[src/rtl/cascade_counter_pkg.sv]
// cascade_counter_pkg: shared end-of-chain mode type for cascade counters and raster FSMs
package cascade_counter_pkg;
  typedef enum logic {WRAP, SATURATE} end_mode_t;
endpackage

[src/rtl/cascade_stage.sv]
// cascade_stage: combinational terminal decode and next value for one counter stage
// ports: count, rollover_val, count_down, advance -> terminal, next_count
module cascade_stage #(
  parameter int NUM_CNT_BITS = 4
) (
  input  logic [NUM_CNT_BITS-1:0] count,
  input  logic [NUM_CNT_BITS-1:0] rollover_val,
  input  logic                    count_down,
  input  logic                    advance,
  output logic                    terminal,
  output logic [NUM_CNT_BITS-1:0] next_count
);
  // >= so an out-of-range loaded value wraps to 0 on the next up advance
  assign terminal   = count_down ? (count == '0) : (count >= rollover_val);
  assign next_count = !advance ? count :
                      terminal ? (count_down ? rollover_val : '0) :
                      count_down ? count - 1'b1 : count + 1'b1;
endmodule

[src/rtl/cascade_counter.sv]
// cascade_counter: chain of up/down stages, each advancing when all lower stages are terminal
// ports: clk, n_rst, clear, load/load_val, count_enable, count_down, end_mode, rollover_val
//        -> count_out, stage_terminal, all_terminal, wrap_pulse
module cascade_counter
  import cascade_counter_pkg::*;
#(
  parameter int NUM_STAGES   = 2,
  parameter int NUM_CNT_BITS = 4
) (
  input  logic                               clk,
  input  logic                               n_rst,
  input  logic                               clear,
  input  logic                               load,
  input  logic [NUM_STAGES*NUM_CNT_BITS-1:0] load_val,
  input  logic                               count_enable,
  input  logic                               count_down,
  input  end_mode_t                          end_mode,
  input  logic [NUM_STAGES*NUM_CNT_BITS-1:0] rollover_val,
  output logic [NUM_STAGES*NUM_CNT_BITS-1:0] count_out,
  output logic [NUM_STAGES-1:0]              stage_terminal,
  output logic                               all_terminal,
  output logic                               wrap_pulse
);
  logic [NUM_STAGES*NUM_CNT_BITS-1:0] next_count;
  logic [NUM_STAGES-1:0]              advance;
  logic                               hold;
  logic                               carry;
  for (genvar g = 0; g < NUM_STAGES; g++) begin : g_stage
    cascade_stage #(.NUM_CNT_BITS(NUM_CNT_BITS)) u_stage (
      .count        (count_out[g*NUM_CNT_BITS +: NUM_CNT_BITS]),
      .rollover_val (rollover_val[g*NUM_CNT_BITS +: NUM_CNT_BITS]),
      .count_down   (count_down),
      .advance      (advance[g]),
      .terminal     (stage_terminal[g]),
      .next_count   (next_count[g*NUM_CNT_BITS +: NUM_CNT_BITS])
    );
  end
  assign all_terminal = &stage_terminal;
  // a saturated chain freezes every stage rather than just the top one
  assign hold = all_terminal && (end_mode == SATURATE);
  always_comb begin
    carry   = 1'b1;
    advance = '0;
    for (int k = 0; k < NUM_STAGES; k++) begin
      advance[k] = count_enable && carry && !hold;
      carry      = carry && stage_terminal[k];
    end
  end
  always_ff @(posedge clk or negedge n_rst) begin
    if (!n_rst) begin
      count_out  <= '0;
      wrap_pulse <= 1'b0;
    end else if (clear) begin
      count_out  <= '0;
      wrap_pulse <= 1'b0;
    end else if (load) begin
      count_out  <= load_val;
      wrap_pulse <= 1'b0;
    end else begin
      count_out  <= next_count;
      wrap_pulse <= count_enable && all_terminal && (end_mode == WRAP);
    end
  end
endmodule

[config.mk]
export PLATFORM = sky130hd
export DESIGN_NAME = cascade_counter
export DESIGN_NICKNAME = d
export VERILOG_FILES = /design/src/rtl/cascade_counter_pkg.sv /design/src/rtl/cascade_stage.sv /design/src/rtl/cascade_counter.sv
export SDC_FILE = /design/constraint.sdc
export NUM_CORES = 1
export LEC_CHECK = 0
export BUFFER_PORTS_ARGS = -buffer_cell sky130_fd_sc_hd__clkbuf_2
export CAP_MARGIN = 30
export CORE_UTILIZATION = 54
export CTS_CLUSTER_SIZE = 40
export DETAILED_ROUTE_END_ITERATION = 6
export GPL_TIMING_DRIVEN = 0
export PLACE_DENSITY = 0.85
export SLEW_MARGIN = 20
export SYNTH_ARGS = -nofsm -noshare
export SYNTH_HDL_FRONTEND = slang
export SYNTH_SLANG_ARGS = --single-unit
[constraint.sdc]
create_clock -name clk -period 5.68 [get_ports clk]
set_clock_uncertainty 0.2 [all_clocks]
set_input_delay 0.568 -clock clk [delete_from_list [all_inputs] [get_ports clk]]
set_output_delay 0.568 -clock clk [all_outputs]
set_load 0.05 [all_outputs]
### Word level (Yosys, flattened, before mapping)

Cells that the tools add are included.

| storage, ports and cells | value |
|---|---|
| bits in registers | 9 |
| input port bits | 23 |
| output and inout port bits | 12 |
| word-level logic and storage cells | 36 |

| cells by class | value |
|---|---|
| $add $sub $neg | 4 |
| $lt $le $gt $ge | 2 |
| multiplexer cells | 14 |
| bitwise gates (word level) | 1 |
| reductions and logical operators | 12 |

Operator list:

| kind | count |
|---|---|
| $mux W4 | 8 |
| $mux W8 | 2 |
| $add A4 B1 Y4 const B | 2 |
| $ge A4 B4 Y1 | 2 |
| $logic_not A4 Y1 | 2 |
| $sub A4 B1 Y4 const B | 2 |
| $logic_and A1 B1 Y1 | 6 |
| $reduce_bool A3 Y1 | 2 |
| $mux W1 | 4 |
| $reduce_and A2 Y1 | 1 |
| $logic_not A1 Y1 | 1 |
| $not A1 Y1 | 1 |

### Longest topological paths before layout

Gate-level depths: netlist of run 1.

| depth | value |
|---|---|
| word-level depth | 9 |
| gate-level depth with buffers | 7 |
| mapped depth without buffers | 7 |

### By module

Synthesis of run 1 repeated with hierarchy kept, for this count alone.

| second synthesis, totals | value |
|---|---|
| cells, all modules | 121 |
| area total of the unflattened synthesis | 1068.5 sq um |

By module, submodules not included:

| module | instances | cells each | area each (sq um) | sequential area each (sq um) |
|---|---|---|---|---|
| cascade_stage | 2 | 44 | 340.3 | 0.0 |
| cascade_counter | 1 | 33 | 387.9 | 225.2 |

### Least setup slack after synthesis of run 1

Ideal clock, no wire load.

| path | value |
|---|---|
| path kind | register -> output |
| start point | register count_out[0] |
| end point | output port all_terminal |
| arrival | 3.026 ns |
| data required time | 4.912 ns |
| slack | 1.886 ns |
| stages on the path, launching flop included | 6 |
| buffers on the path | 0 |
| cell sequence | dfrtp_1 -> inv_1 -> ha_1 -> nor3b_1 -> o211a_1 -> nor4_1 |

| on the way | value |
|---|---|
| longest elaborated chain between the ends | 3 |
| elaborated cells between the ends (all ways) | 4 |
| those cells by class | order compare (1); mux (1); reduce/logical (2) |

Ends and longest elaborated chain:

| item | RTL line | source |
|---|---|---|
| start: declaration | cascade_counter.sv:19 | `output logic [NUM_STAGES*NUM_CNT_BITS-1:0] count_out,` |
| start signal: assignment | cascade_counter.sv:57 | `count_out <= load_val;` |
| start signal: assignment | cascade_counter.sv:60 | `count_out <= next_count;` |
| $ge A4 B4 Y1 / $logic_not A4 Y1 (equally long branches) | cascade_stage.sv:14 | `assign terminal = count_down ? (count == '0) : (count >= rollover_val);` |
| $mux W1 * | cascade_stage.sv:14 |  |
| $reduce_and A2 Y1 * | cascade_counter.sv:38 | `assign all_terminal = &stage_terminal;` |
| end: declaration | cascade_counter.sv:21 | `output logic all_terminal,` |

Every way passes the cells marked *; elsewhere a longest branch is shown, timed or not.

### Worst setup path after layout of run 1

Ends and elaborated chain as after synthesis.

==> metrics.cfg, run 1 <==
[detailed_routing]
drcViolationCount = 0
routed_wl_mm = 2.625
drt_pass1_iterations = 4
vias = 1109
routedWlPerCell_um = 14.42
first_iter_violations = 28
ant_nets = 0
via_per_inst = 6.093

[setup_path]
worstReg2RegStart = count_out[4]$_DFFE_PN0P_
arrival_ns = 2.23
worstPathMaxFanout = 8
cp_slowest_stage_delay_ns = 0.47
worstSetupPathType = reg2out
crit_chain = inv_1 -> ha_1 -> nor3b_1 -> o211a_1 -> nor4_1 -> clkbuf_2
required_ns = 4.91
cp_slowest_cell = dfrtp_1
cp-end-kind = output port
worstReg2RegEnd = count_out[4]$_DFFE_PN0P_
critPathLaunchType = register
ff2ff_setup_slack_ns = 3.00
r2r_cells = 7

[worst_hold_path]
hold_class = in2reg
hp-start = end_mode
whs_path_depth = 2
min_to = wrap_pulse$_DFF_PN0_

[clock_network]
cts_tree = yes
clockBufferDepth = 2
cts_sinks = 9
clock_latency_ns = 0.25
cts_resized = 0
cts_made_buffers = 3
htree_levels = 1
root_buffer = clkbuf_4
cts.reportedPaths.clkPinSlew_ns = 0.06
postCtsSetupBuffers = 0

[sta]
setup_viol = 0
final_max_slew_viol_count = 0
setup_tns_ns = 0
relSlewSlack_pct = 65.05
layout_setup_ws_ns = 2.686
hold_viol = 0
period_needed_ns = 2.994
tightest_slew_ns = 0.5188
rsz0062_at_grt = no
holdWs_ns = 0.3084
fin_crit_sh_pct = 52.71
fmax_ghz = 0.3340

[global_route]
grtUsageTotal_pct = 26.66
grt_max_degree = 11
grt_overflow = 0
grt_antenna_before_repair = 0
grt_pass1_vias = 1044
grt_pass1_wl_mm = 4.146

[floorplan]
die_y_um = 46.33
boundaryPins = 35
row_count = 15
core-area_mm2 = 0.001783
die_w_um = 46.33
start_util_pct = 59.51
die_area_mm2 = 0.002146

[power]
irDropWorstVdd_uv = 224.9
switching_share_pct = 47.23
internal-power_uw = 167.1
cellPowerDensity_mw_per_mm2 = 244.8
p_switching_uw = 149.6
p_seq_share_pct = 28.0
p_leak_uw = 0.0006742
p_clk_share_pct = 14.6
power_frac_comb_pct = 57.3

[run_status]
status = complete, no violations

[synth]
synthCells = 119
synth_cell_types = 42
ys_seq_area_share_pct = 21.23
synth_edf_count = 0
synth-seq-cells = 9
syn_area_mm2 = 0.001061
yosysWarnings = 0
syn_avg_cell_area_um2 = 8.916
synth_fp_nets = 156
async_flop_share_pct = 100.0
synth_ff_type = dfrtp_1

[placement]
hpwl_mm = 2.175
io_buffers = 33
dp.cells = 177
place.gp.congestion = 0.8980
place_ws_ns = 2.841

[layout]
insertedDiodeCount = 0
fin_cells = 182
fillerInstances = 146
area_growth_pct = 21.93
final_util_pct = 72.56
drive_above_1_share_pct = 33.12
nets = 195

[run]
drv_cap = 0

[routing by layer]
layer  track usage (%)  vias to the layer above  part of all wire (%)  routed length (um)
met5                 0                        -                     0                   0
met4             11.18                        0                   2.1                  54
met3             3.922                       10                   5.4                 141
met2             43.89                       48                    48                1272
met1             34.30                      523                    44                1157
li1                  -                      528                     -                   -
[power groups by stage]
stage | Combinational, uW | Sequential (uW) | Clock (uW)
CTS | 181 | 88.1 | 48.2
global route | 196 | 89.8 | 51.9
detailed placement | 179 | 89.3 | 0
floorplan | 108 | 113 | 0
global placement | 173 | 88.6 | 0
finish | 182 | 88.8 | 46.3
[worst max-delay path by stage]
stage	to	startpoint	slack, ns
after floorplan	all_terminal	count_out[0]$_DFFE_PN0P_	1.89
after global placement	count_out[6]$_DFFE_PN0P_	rollover_val[7]	2.89
after detailed placement	all_terminal	rollover_val[3]	2.84
after CTS	all_terminal	count_out[0]$_DFFE_PN0P_	2.72
after global routing	all_terminal	count_out[0]$_DFFE_PN0P_	2.55
final	all_terminal	count_out[0]$_DFFE_PN0P_	2.69
[cells by family after synthesis]
kind of cell | after synthesis | synth area share (%)
XOR/XNOR | 2 | 1.651
adder cells (fa/ha/maj) | 14 | 17.92
AND/OR/NAND/NOR | 21 | 12.62
buffers and inverters | 19 | 8.253
AO/OA/AOI/OAI | 46 | 29.72
multiplexers | 8 | 8.608
flip-flops | 9 | 21.23
[what timing repair did]
item / 4_1_cts / 5_1_grt
endpoints found under the setup margin: 0 / 0
hold buffers: 1 / 0
hold endpoints to repair: 9 / 0
[stage by stage]
stage                     cell area (um^2)  power (uW)
after floorplan                       1061       221.2
after global placement                1257       261.9
after detailed placement              1257       268.3
after CTS                             1294       317.4
after global routing                  1294       337.8
final                                 1294       316.7
[worst max-delay path: cells and delay by family (launching register included)]
| family | cells | cell delay, ns |
|---|---|---|
| AOI/OAI and AO/OA | 1 | 0.34 |
| adders and majority gates | 1 | 0.29 |
| DFF | 1 | 0.47 |
| buffers and inverters | 2 | 0.47 |
| and+or+nand+nor | 2 | 0.41 |
[flip-flops by register name, indices dropped and copies added, names as in the netlist]
signal      cells
count_out       8
wrap_pulse      1
[cell usage in the layout, fill, tap and decap left out, types with 3 or more instances in the layout]
cell type / instances
o21a_1: 3
mux2_2: 4
inv_1: 15
a31oi_1: 3
clkbuf_2: 33
ha_1: 12
a21oi_1: 10
dfrtp_1: 9
clkbuf_4: 3
o21ai_0: 15
nor2_1: 5
[area by class of cell]
type	count	area (um^2)	share of cell area, %
flip-flops and latches	9	225.2	17.41
repair buffers	34	175.2	13.54
well taps	25	31.28	2.418
plain buffers	4	31.28	2.418
multi-input cells	91	748.2	57.83
clock buffers	4	26.28	2.031
inverters	15	56.30	4.352
[synth_stat cells (all sizes together), types with 3 or more instances]
| library cell | instances | area [um^2] |
|---|---|---|
| a21oi | 10 | 50.05 |
| a31oi | 3 | 18.77 |
| buf | 4 | 31.27 |
| dfrtp | 9 | 225.2 |
| ha | 12 | 150.1 |
| inv | 15 | 56.30 |
| mux2 | 6 | 71.31 |
| nor2 | 5 | 18.77 |
| o21a | 3 | 22.52 |
| o21ai | 15 | 75.07 |
Power figures use the tool's default switching activity.
==> run 2: changes to the inputs <==
ABC_AREA = 1   (was default)
CORE_UTILIZATION = 47   (was 54)
PLACE_DENSITY = 0.76   (was 0.85)
clock period = 2.5 ns   (was 5.68 ns; I/O delays follow)
==> run 2 against run 1 <==
Compared with the run above:
- flip-flop and latch count did not move
- area after synthesis rose by 14%
- non-clock buffer count rose by 6
- cell area rose by 16%
- critical endpoint is now stage_terminal[1]
- largest cell class unchanged
- highest routed layer unchanged
==> metrics.cfg, run 2 <==
[layout]
layout_commonest_cell = nand2_1
area_growth_pct = 24.46
final_cell_mix = nand2_1, clkbuf_2, inv_1
drive_above_1_share_pct = 29.46
largest-register = count_out
largest_reg_flops = 8
final_util_pct = 61.21
reg_top3 = count_out (8), wrap_pulse (1)
nets = 262
insertedDiodeCount = 0

[clock_network]
cts_sinks = 9
clock_latency_ns = 0.25
clockBufferDepth = 2
root_buffer = clkbuf_4
htree_levels = 1
cts.reportedPaths.clkPinSlew_ns = 0.05
cts_tree = yes
cts_made_buffers = 3

[placement]
hpwl_mm = 2.085
place.gp.congestion = 0.8026
io_buffers = 34

[sta]
setup_viol = 0
hold_viol = 0
period_needed_ns = 2.327
fin_crit_sh_pct = 93.09
final_max_slew_viol_count = 0
fmax_ghz = 0.4297
relSlewSlack_pct = 73.08
tightest_slew_ns = 0.4037

[synth]
syn_avg_cell_area_um2 = 6.708
synth_top_cells_by_count = nand2_1, inv_1, nand3_1, nor2_1, ha_1
synth_top_area_cell = dfrtp_1
synth-seq-cells = 9
synth_area_leaders = dfrtp_1, nand2_1, ha_1
syn_area_mm2 = 0.001207
synth_cell_types = 23
synth_fp_nets = 217
synth.area.mux_share_pct = 0
synth_ff_type = dfrtp_1
synthCells = 180
synth_top_family_by_area = simple AND/OR/NAND/NOR gates
synth-adder-area-share_pct = 15.75
ys_seq_area_share_pct = 18.65
synth_edf_count = 0
yosys.cell_count.top_type = nand2_1
synth_compound_area_share_pct = 7.461
synthXorXnorAreaFrac_pct = 4.352
yosysWarnings = 0
post_synth_and_or_nand_nor_area_fraction_pct = 42.90
async_flop_share_pct = 100.0
synth_top_area_share_pct = 18.65

[power]
p_switching_uw = 375.2
cellPowerDensity_mw_per_mm2 = 513.2
internal-power_uw = 396.0
p_clk_share_pct = 13.7
p_seq_share_pct = 25.7
p_leak_uw = 0.0008880
p_total_uw = 771.2
irDropWorstVdd_uv = 370.4
switching_share_pct = 48.65
power_frac_comb_pct = 60.7

[setup_path]
critPathLaunchType = register
ff2ff_setup_slack_ns = 0.53
worstSetupPathType = reg2out
arrival_ns = 1.88
worstPathMaxFanout = 8
cp-end-kind = output port
required_ns = 2.05

[floorplan]
row_count = 18
start_util_pct = 49.18
die_area_mm2 = 0.002776
boundaryPins = 35
core-area_mm2 = 0.002455
die_y_um = 52.69
die_w_um = 52.69

[run]
drv_cap = 0

[worst_hold_path]
hold_class = in2reg

[detailed_routing]
via_per_inst = 4.693
ant_nets = 0
drt_pass1_iterations = 4
routed_wl_mm = 2.489
drcViolationCount = 0
routedWlPerCell_um = 9.799
first_iter_violations = 18
vias = 1192

[global_route]
grt_pass1_vias = 986
grt_max_degree = 12
grt_antenna_before_repair = 0
grtUsageTotal_pct = 21.02
grt_overflow = 0
grt_pass1_wl_mm = 4.305

[run_status]
status = complete, no violations

## run 2: final timing paths
kind | depth (start not counted) | end | from
worst max-delay path | 12 | stage_terminal[1] | count_out[4]$_DFFE_PN0P_
worst min-delay path | 4 | count_out[4]$_DFFE_PN0P_ | load
worst max register to register | 14 | count_out[2]$_DFFE_PN0P_ | count_out[0]$_DFFE_PN0P_
worst min register to register | 2 | count_out[0]$_DFFE_PN0P_ | count_out[0]$_DFFE_PN0P_
max in group asynchronous | 2 | count_out[4]$_DFFE_PN0P_ | n_rst
min in group asynchronous | 2 | wrap_pulse$_DFF_PN0_ | n_rst
## run 2: logic make-up after synthesis
group / after synthesis
simple gates: 107
buf+inv: 31
fa+ha+maj: 14
compound gates: 13
flops: 9
xor+xnor: 6
## run 2: area by class of cell
type	count	area (um^2)
Fill cell	244	952.2
Clock buffer	4	26.28
Timing Repair Buffer	40	229.0
Sequential cell	9	227.7
Inverter	27	101.3
Tap cell	30	37.54
Buffer	4	30.03
Multi-Input combinational cell	140	850.8
## run 2: power groups by stage
| stage | sequential, uW | combinational [uW] | clock, uW |
|---|---|---|---|
| after floorplan | 254 | 290 | 0 |
| after global placement | 200 | 440 | 0 |
| after detailed placement | 200 | 448 | 0 |
| after CTS | 197 | 451 | 112 |
| after global routing | 201 | 525 | 122 |
| final | 198 | 468 | 105 |
## run 2: per-stage QoR
| stage | area, um^2 | TNS, ns | instances | hold WS (ns) | setup slack, ns |
|---|---|---|---|---|---|
| after global routing | 1503 | -0.008145 | 254 | 0.1362 | -0.008145 |
| after floorplan | 1207 | 0 | 180 | -0.2456 | 0.1123 |
| after CTS | 1461 | 0 | 250 | 0.1358 | 0.01868 |
| after detailed placement | 1415 | 0 | 244 | -0.09236 | 0.3108 |
| final | 1503 | 0 | 254 | 0.1415 | 0.1729 |
| after global placement | 1415 | 0 | 244 | -0.09246 | 0.3168 |
## run 2: repair_timing
action	CTS	global route
resized for setup	0	8
hold buffers	2	0
endpoints found under the hold margin	10	0
setup buffers	0	4
endpoints found under the setup margin	0	3
## run 2: layer usage
layer,up-vias,global-route usage [%],part of all wire (%)
met3,2,2.029,1.8
met2,20,31.86,45
met5,-,0,0
li1,660,-,-
met1,510,29.77,52
met4,0,9.211,0.72
## run 2: critical path, cell delays in order, from the launching register on
cell and delay (ns):
dfrtp_2 0.43, inv_1 0.06, ha_1 0.27, inv_1 0.04, nand2_1 0.04, nand2_1 0.04, nand2_1 0.05, nand2_1 0.07
nand2_4 0.11, nand2_2 0.06, inv_2 0.09, buf_4 0.10, clkbuf_2 0.26
==> run 3: changes to the inputs <==
CORE_UTILIZATION = 45   (was 47)
MAX_ROUTING_LAYER = met4   (was default)
PLACE_DENSITY = 0.74   (was 0.76)
==> run 3 against run 2 <==
Compared with the run above:
- cell area shrank 1.1%
- core utilization shrank 1.8 points
- total power grew 0.29%
- worst hold slack lost 0.14 ns
- via count grew 1.5%
- combinational power is essentially flat
- die area grew 4.3%
- critical path depth shrank 1
- global-route usage grew 0.36 points
- sequential share of layout area grew 0.17 points
- critical path type unchanged
- critical endpoint is now all_terminal
- largest power group unchanged
- highest routed layer unchanged
==> metrics.cfg, run 3 (synthesis results as in run 2) <==
[global_route]
grt_antenna_before_repair = 0
met1_usage_pct = 28.47
top_usage_layer = met2
grt_pass1_wl_mm = 4.409
grt_use_met3_pct = 1.695
grt_overflow = 0
grt_pass1_vias = 1030
met2_usage_pct = 34.16
grt_max_degree = 12
grtUsageTotal_pct = 21.38

[clock_network]
root_buffer = clkbuf_4
cts.reportedPaths.clkPinSlew_ns = 0.06
cts_tree = yes
htree_levels = 1
cts_made_buffers = 3
clock_latency_ns = 0.26
clockBufferDepth = 2
cts_sinks = 9

[layout]
layout_commonest_cell = nand2_1
drive_above_1_share_pct = 29.60
fillerInstances = 262
multi_input_area_um2 = 850.8
largest-register = count_out
insertedDiodeCount = 0
regArea_um2 = 227.7
area_growth_pct = 23.11
reg_top3 = count_out (8), wrap_pulse (1)
nets = 261
final_cell_mix = nand2_1, clkbuf_2, inv_1
largest_reg_flops = 8
fin_area_mm2 = 0.001486

[sta]
setup_viol = 0
fin_crit_sh_pct = 93.98
hold_viol = 0
setup_tns_ns = 0
fmax_ghz = 0.4256
final_max_slew_viol_count = 0
tightest_slew_ns = 0.3930
period_needed_ns = 2.350
relSlewSlack_pct = 73.80
layout_setup_ws_ns = 0.1504

[placement]
dpl_cell_area_mm2 = 0.001415
hpwl_mm = 2.133
place.gp.congestion = 0.8350
place_ws_ns = 0.3000
io_buffers = 34

[setup_path]
arrival_ns = 1.90
worstReg2RegEnd = count_out[6]$_DFFE_PN0P_
critPathLaunchType = register
worstReg2RegStart = count_out[0]$_DFFE_PN0P_
cp_slowest_cell = dfrtp_2
crit_end = all_terminal
crit_top_cell = nand2_1
required_ns = 2.05
cp-end-kind = output port
cp-startpoint = count_out[0]$_DFFE_PN0P_
crit_chain = inv_1 -> ha_1 -> inv_1 -> nand2_1 -> nand2_1 -> nand2_1 -> nand2_1 -> a21oi_4 -> nand2_2 -> inv_1 -> clkbuf_4
worstPathMaxFanout = 5
ff2ff_setup_slack_ns = 0.47
r2r_cells = 14
cp_slowest_stage_delay_ns = 0.39
worstSetupPathType = reg2out

[power]
irDropWorstVdd_uv = 363.7
p_leak_uw = 0.0008821
cellPowerDensity_mw_per_mm2 = 520.3

[detailed_routing]
vias = 1210
first_iter_violations = 18
routedWlPerCell_um = 10.35
drcViolationCount = 0
routed_wl_mm = 2.619
ant_nets = 0
drt_pass1_iterations = 4
via_per_inst = 4.783

[floorplan]
core-area_mm2 = 0.002500
die_y_um = 53.80
start_util_pct = 48.30
boundaryPins = 35
die_w_um = 53.80
row_count = 18
die_area_mm2 = 0.002894

[worst_hold_path]
hold_class = in2reg
hp-start = end_mode

[run]
drv_cap = 0

[run_status]
status = complete, no violations

-- run 3: changes by cell type in the layout (fill, tap and decap cells not counted), sizes merged --
cell / change
buf: -1
clkbuf: +1
dlygate4sd3: -1
-- run 3: report_power, final --
part / total [uW] / leakage (uW) / switching, uW / internal, uW
combinational: 465 / 0.000753 / 299 / 166
clock: 111 / 0.0000150 / 49.7 / 61.4
sequential: 198 / 0.000114 / 33.5 / 164
-- run 3: how the worst min path moves through the flow --
| stage | endpoint | slack, ns | cells after the start |
|---|---|---|---|
| floorplan | count_out[0]$_DFFE_PN0P_ | -0.25 | 0 |
| global placement | count_out[5]$_DFFE_PN0P_ | -0.08 | 1 |
| detailed placement | count_out[5]$_DFFE_PN0P_ | -0.08 | 1 |
| CTS | wrap_pulse$_DFF_PN0_ | 0.001 | 2 |
| global route | wrap_pulse$_DFF_PN0_ | 0.008 | 2 |
| finish | wrap_pulse$_DFF_PN0_ | 0.003 | 2 |
-- run 3: per-layer routing --
layer | up-vias | part of all wire, % | wire length (um)
li1 | 658 | - | -
met1 | 532 | 52 | 1357
met2 | 18 | 45 | 1188
met3 | 2 | 2.0 | 52
met4 | 0 | 0.80 | 21
met5 | - | 0 | 0
-- run 3: what timing repair did --
item / CTS / global route
pin swaps: 0 / 1
hold buffers: 1 / 0
hold endpoints to repair: 9 / 0
buffers inserted: 0 / 4
resized for setup: 1 / 2
setup endpoints to repair: 1 / 3
-- run 3: cell type report --
type	count	share of cell area (%)
Inverter	27	6.818
Buffer	4	2.020
Sequential cell	9	15.32
Timing Repair Buffer	39	14.31
Tap cell	30	2.525
Multi-Input combinational cell	140	57.24
Clock buffer	4	1.768
-- run 3: stage by stage --
step	instances	hold slack (ns)	power (uW)	utilization (%)
finish	253	0.003037	773.4	59.46
global route	253	0.008276	844.4	59.46
CTS	249	0.0009639	765.7	58.16
detailed placement	244	-0.07757	648.8	56.61
global placement	244	-0.07922	642.7	56.61
floorplan	180	-0.2456	543.7	-
-- run 3: worst max-delay path, delay by kind of cell, from the launching register on --
family / cells / cell delay (ns)
AO/OA/AOI/OAI: 1 / 0.23
adder cells (fa/ha/maj): 1 / 0.26
buffers and inverters: 4 / 0.38
flip-flops: 1 / 0.39
AND/OR/NAND/NOR: 5 / 0.37
